$ cat src/rtl/spi_bus_arb.sv
// Round-robin arbiter that shares one spi_mnrch master between two requesters,
// with one-deep command buffering per requester and a lock for back-to-back transactions.
module spi_bus_arb #(
  parameter int DW       = 16,
  parameter int HOLD_MAX = 64
) (
  input  logic          clk,
  input  logic          rst,
  input  logic          req0_wrt,
  input  logic          req0_lock,
  input  logic [DW-1:0] req0_wt_data,
  output logic          req0_done,
  output logic [DW-1:0] req0_rd_data,
  input  logic          req1_wrt,
  input  logic          req1_lock,
  input  logic [DW-1:0] req1_wt_data,
  output logic          req1_done,
  output logic [DW-1:0] req1_rd_data,
  output logic          spi_wrt,
  output logic [DW-1:0] spi_wt_data,
  input  logic          spi_done,
  input  logic [DW-1:0] spi_rd_data,
  output logic          bus_sel,
  output logic          ovf
);

  localparam int CW = (HOLD_MAX > 1) ? $clog2(HOLD_MAX) : 1;
  localparam logic [CW-1:0] HOLD_LAST = CW'(HOLD_MAX - 1);

  typedef enum logic [1:0] {IDLE, LAUNCH, BUSY, HOLD} state_t;

  state_t        state, state_nxt;
  logic [1:0]    pend;
  logic [DW-1:0] data0, data1;
  logic          last_owner;
  logic          done_q;
  logic [CW-1:0] hold_cnt;

  logic done_evt, owner_lock, pick;
  logic acc0, acc1, drop0, drop1;
  logic launch_go, launch_sel, hold_clr, hold_inc;

  always_comb begin
    done_evt   = (state == BUSY) && spi_done && !done_q;
    owner_lock = bus_sel ? req1_lock : req0_lock;
    // On a tie the requester that did not own the bus last goes first.
    pick       = (pend == 2'b11) ? ~last_owner : pend[1];
    acc0       = req0_wrt && !pend[0] && !((state == BUSY) && !bus_sel);
    acc1       = req1_wrt && !pend[1] && !((state == BUSY) && bus_sel);
    drop0      = req0_wrt && !acc0;
    drop1      = req1_wrt && !acc1;
  end

  always_ff @(posedge clk or posedge rst) begin
    if (rst) state <= IDLE;
    else     state <= state_nxt;
  end

  always_comb begin
    state_nxt  = state;
    launch_go  = 1'b0;
    launch_sel = bus_sel;
    hold_clr   = 1'b0;
    hold_inc   = 1'b0;
    case (state)
      IDLE: begin
        if (|pend) begin
          launch_go  = 1'b1;
          launch_sel = pick;
          state_nxt  = LAUNCH;
        end
      end
      LAUNCH: state_nxt = BUSY;
      BUSY: begin
        if (done_evt) begin
          if (owner_lock) begin
            state_nxt = HOLD;
            hold_clr  = 1'b1;
          end else begin
            state_nxt = IDLE;
          end
        end
      end
      HOLD: begin
        if (pend[bus_sel]) begin
          launch_go = 1'b1;
          state_nxt = LAUNCH;
        end else if (hold_cnt == HOLD_LAST) begin
          state_nxt = IDLE;
        end else begin
          hold_inc = 1'b1;
        end
      end
      default: state_nxt = IDLE;
    endcase
  end

  // Launch strobe and word are registered on the way into LAUNCH so they line up with it.
  always_ff @(posedge clk or posedge rst) begin
    if (rst) begin
      pend         <= '0;
      data0        <= '0;
      data1        <= '0;
      spi_wrt      <= 1'b0;
      spi_wt_data  <= '0;
      bus_sel      <= 1'b0;
      last_owner   <= 1'b1;
      done_q       <= 1'b0;
      hold_cnt     <= '0;
      req0_done    <= 1'b0;
      req1_done    <= 1'b0;
      req0_rd_data <= '0;
      req1_rd_data <= '0;
      ovf          <= 1'b0;
    end else begin
      done_q <= spi_done;
      ovf    <= drop0 | drop1;

      pend[0] <= (pend[0] && !((state == LAUNCH) && !bus_sel)) || acc0;
      pend[1] <= (pend[1] && !((state == LAUNCH) && bus_sel)) || acc1;
      if (acc0) data0 <= req0_wt_data;
      if (acc1) data1 <= req1_wt_data;

      spi_wrt <= launch_go;
      if (launch_go) begin
        spi_wt_data <= launch_sel ? data1 : data0;
        bus_sel     <= launch_sel;
      end

      req0_done <= done_evt && !bus_sel;
      req1_done <= done_evt && bus_sel;
      if (done_evt) begin
        last_owner <= bus_sel;
        if (bus_sel) req1_rd_data <= spi_rd_data;
        else         req0_rd_data <= spi_rd_data;
      end

      if (hold_clr)      hold_cnt <= '0;
      else if (hold_inc) hold_cnt <= hold_cnt + 1'b1;
    end
  end

endmodule
$ cat config.mk
export PLATFORM = sky130hd
export DESIGN_NAME = spi_bus_arb
export DESIGN_NICKNAME = d
export VERILOG_FILES = /design/src/rtl/spi_bus_arb.sv
export SDC_FILE = /design/constraint.sdc
export NUM_CORES = 1
export LEC_CHECK = 0
export BUFFER_PORTS_ARGS = -buffer_cell sky130_fd_sc_hd__buf_4
export CORE_MARGIN = 10
export CORE_UTILIZATION = 40
export CTS_CLUSTER_SIZE = 24
export DETAILED_ROUTE_END_ITERATION = 12
export GPL_TIMING_DRIVEN = 0
export RECOVER_POWER = 25
export SYNTH_ARGS = -nofsm -noshare
export SYNTH_HDL_FRONTEND = slang
export SYNTH_SLANG_ARGS = --single-unit
export TNS_END_PERCENT = 10
$ cat constraint.sdc
create_clock -name clk -period 3.85 [get_ports clk]
set_input_delay 0.385 -clock clk [delete_from_list [all_inputs] [get_ports clk]]
set_output_delay 0.385 -clock clk [all_outputs]
set_load 0.05 [all_outputs]
==> impl_metrics.json <==
{
  "post_drt_wl_per_cell_um": 16.8,
  "slowest_delay_ns": 1.45,
  "root_buffer": "clkbuf_8",
  "htree_levels": 3,
  "synth_cell_type_count": 41,
  "routed_wirelength_um": 9500,
  "clock_sinks": 97,
  "worst-path-buf-inv": 3,
  "firstDrtPassIters": 5,
  "rr_endpoint": "data1[5]$_DFFE_PP0P_",
  "seq_area_frac_synth": 0.583,
  "avgSynthCellArea_um2": 13.6,
  "r2r_setup_slack_ns": 1.40,
  "hold_viol": 0,
  "p_clk_frac": 0.113,
  "num_io_pins": 108,
  "synth-edff-count": 0,
  "ir_drop_mv": 0.560,
  "status": "complete, but fails checks",
  "start_util": 0.407,
  "crit_fanout": 59,
  "combPwrFrac": 0.554,
  "worst_pin_slew_ns": 2.59,
  "grt_first_pass_wirelength_um": 15200,
  "drv_slew": 60,
  "grt_pass1_vias": 2933,
  "p_per_area_mw_per_mm2": 1030,
  "overflow": 0,
  "fin_nets": 485,
  "cts_inserted_buffers": 9,
  "ys_ff_latch": 97,
  "hold_ws_ns": 0.190,
  "rsz0062_at_grt": "no",
  "fin_cells": 565,
  "die_area_mm2": 0.0149,
  "cts_tree": "yes",
  "yosys.area.top_type_share": 0.577,
  "p_sw_frac": 0.433,
  "reg2reg_depth": 5,
  "cts.clk_slew.worst_paths_ns": 0.10,
  "worst_ep_arrival_time_ns": 2.95,
  "critical-path-top-delay-family": "buffers and inverters",
  "cts_buffer_depth": 2,
  "final_common_cell": "buf_4",
  "setup_viol": 0,
  "finClkSkew_ns": 0.0121,
  "vias": 2715,
  "die_height_um": 122,
  "cp_slowest_cell": "clkinvlp_2",
  "cts_setup_buffers": 0,
  "grt_usage": 0.130,
  "placed_cells": 549,
  "fin_crit_sh": 0.672,
  "setup_tns_ns": 0,
  "r2r-start": "state[0]$_DFFE_PP0P_",
  "clkLatencyLatePin_ns": 0.37,
  "core_area_mm2": 0.0102,
  "seqPwrFrac": 0.332,
  "max_cap_viol_count": 1,
  "fin_area_mm2": 0.00532,
  "netlist_instances": 305,
  "final_cell_mix": "108 x buf_4, 96 x dfrtp_1, 64 x mux2_2",
  "period_needed_ns": 2.59,
  "p_int_uw": 3090,
  "critPathKind": "in -> async",
  "drtAntennaViolNets": 0,
  "holdPathEnd": "done_q$_DFF_PP0_",
  "dr.first_iter.drc_count": 112,
  "clock.fmax_mhz": 387,
  "finalPower_uw": 5450,
  "crit_required_ns": 4.21,
  "place.port_buffers": 107,
  "violations": "capacitance limit, slew limit",
  "async_flop_share": 1.00,
  "die_x_um": 122,
  "row_count": 37,
  "placed_cell_area_mm2": 0.00516,
  "route.detailed.drc": 0,
  "hold_path.class": "in -> reg",
  "syn_nets": 366,
  "yosysWarnings": 0,
  "dp_hpwl_um": 6890,
  "drive_gt1_frac": 0.522,
  "syn2layout_area_growth_pct": 27.8,
  "antenna_found_initial": 0,
  "cts_hold_buf": 0,
  "synth_ff_type": "dfrtp_1",
  "whs_path_depth": 1,
  "cts_resized": 0,
  "crit_path_end_kind": "async pin",
  "crit_chain": "clkbuf_4 > clkinvlp_2 > clkbuf_2",
  "synth_top_area_cell": "dfrtp_1",
  "p_switching_uw": 2360,
  "hp-start": "spi_done",
  "diodes": 0,
  "grt_max_degree": 60,
  "vias_per_cell": 4.81,
  "slew_headroom": -0.734,
  "place.gp.congestion": 0.755,
  "syn_area_mm2": 0.00416,
  "start_kind": "input pin",
  "cellLeakagePower_uw": 0.00257,
  "yosys-top-cells-area": "dfrtp_1 58%, mux2_2 17%, mux2_4 6.5%"
}
power groups by stage:
stage / sequential (µW) / combinational, µW / clock (µW)
2_1_floorplan: 2710 / 1370 / 0
3_3_place_gp: 1810 / 3030 / 0
3_5_place_dp: 1840 / 3070 / 0
4_1_cts: 1820 / 3070 / 646
5_1_grt: 1890 / 3230 / 682
6_report: 1810 / 3020 / 619
Yosys cell counts, types with 2 or more instances:
master and number:
nor2b_1 3, ha_1 6, mux2_4 18, mux2_2 64, buf_6 3, nand2b_1 2, nand2_1 57, buf_4 3
dfrtp_1 96, and2_1 2, a31oi_1 2, nor2_1 7, o2111ai_1 2, buf_2 2, o21ai_0 3, a21o_1 2
mux2i_1 2, inv_1 4, o211ai_1 2, xor2_1 4
cell families after synthesis:
kind of cell | share of synthesized area
multiplexers | 0.243
buffers and inverters | 0.0261
AO/OA/AOI/OAI | 0.0364
XOR/XNOR | 0.00842
flip-flops | 0.583
adder cells (fa/ha/maj) | 0.0180
AND/OR/NAND/NOR | 0.0848
how the worst max path moves through the flow:
stage / startpoint / endpoint / cells after the start
after global routing: rst / data1[2]$_DFFE_PP0P_ / 3
after detailed placement: state[0]$_DFFE_PP0P_ / data0[4]$_DFFE_PP0P_ / 6
final: rst / data1[2]$_DFFE_PP0P_ / 3
after global placement: rst / spi_wt_data[2]$_DFFE_PP0P_ / 2
after CTS: state[0]$_DFFE_PP0P_ / data0[4]$_DFFE_PP0P_ / 6
after floorplan: rst / bus_sel$_DFFE_PP0P_ / 1
per-layer routing:
metal  global-route usage  up-vias  routed length [µm]
met1                0.164     1338                4310
met4               0.0537        0                 137
met3               0.0597       11                 895
li1                     -     1288                   -
met2                0.189       78                4160
met5                    0        -                   0
area by class of cell:
class | instances | area (µm²)
Tap cell | 136 | 170
Fill cell | 911 | 4910
Buffer | 10 | 90.1
Multi-Input combinational cell | 193 | 1630
Sequential cell | 97 | 2430
Clock inverter | 6 | 42.5
Timing Repair Buffer | 108 | 805
Inverter | 5 | 20.0
Clock buffer | 10 | 138
worst reg2reg max path: stages (launching register included):
cell and delay [ns]:
dfrtp_1 0.42, inv_1 0.10, ha_1 0.29, a211oi_2 0.84
buf_4 0.34, mux2_2 0.36
sequential cells by signal, summed over array words and instances (netlist names), 2 cells and up:
name / cells
data1: 16
req0_rd_data: 16
data0: 16
req1_rd_data: 16
state: 2
spi_wt_data: 16
hold_cnt: 6
pend: 2
through the flow:
stage,util,setup WS (ns)
floorplan,-,0.933
global placement,0.502,-0.288
detailed placement,0.504,1.38
CTS,0.522,1.37
global route,0.520,0.690
finish,0.520,1.26
Power figures use the tool's default switching activity.
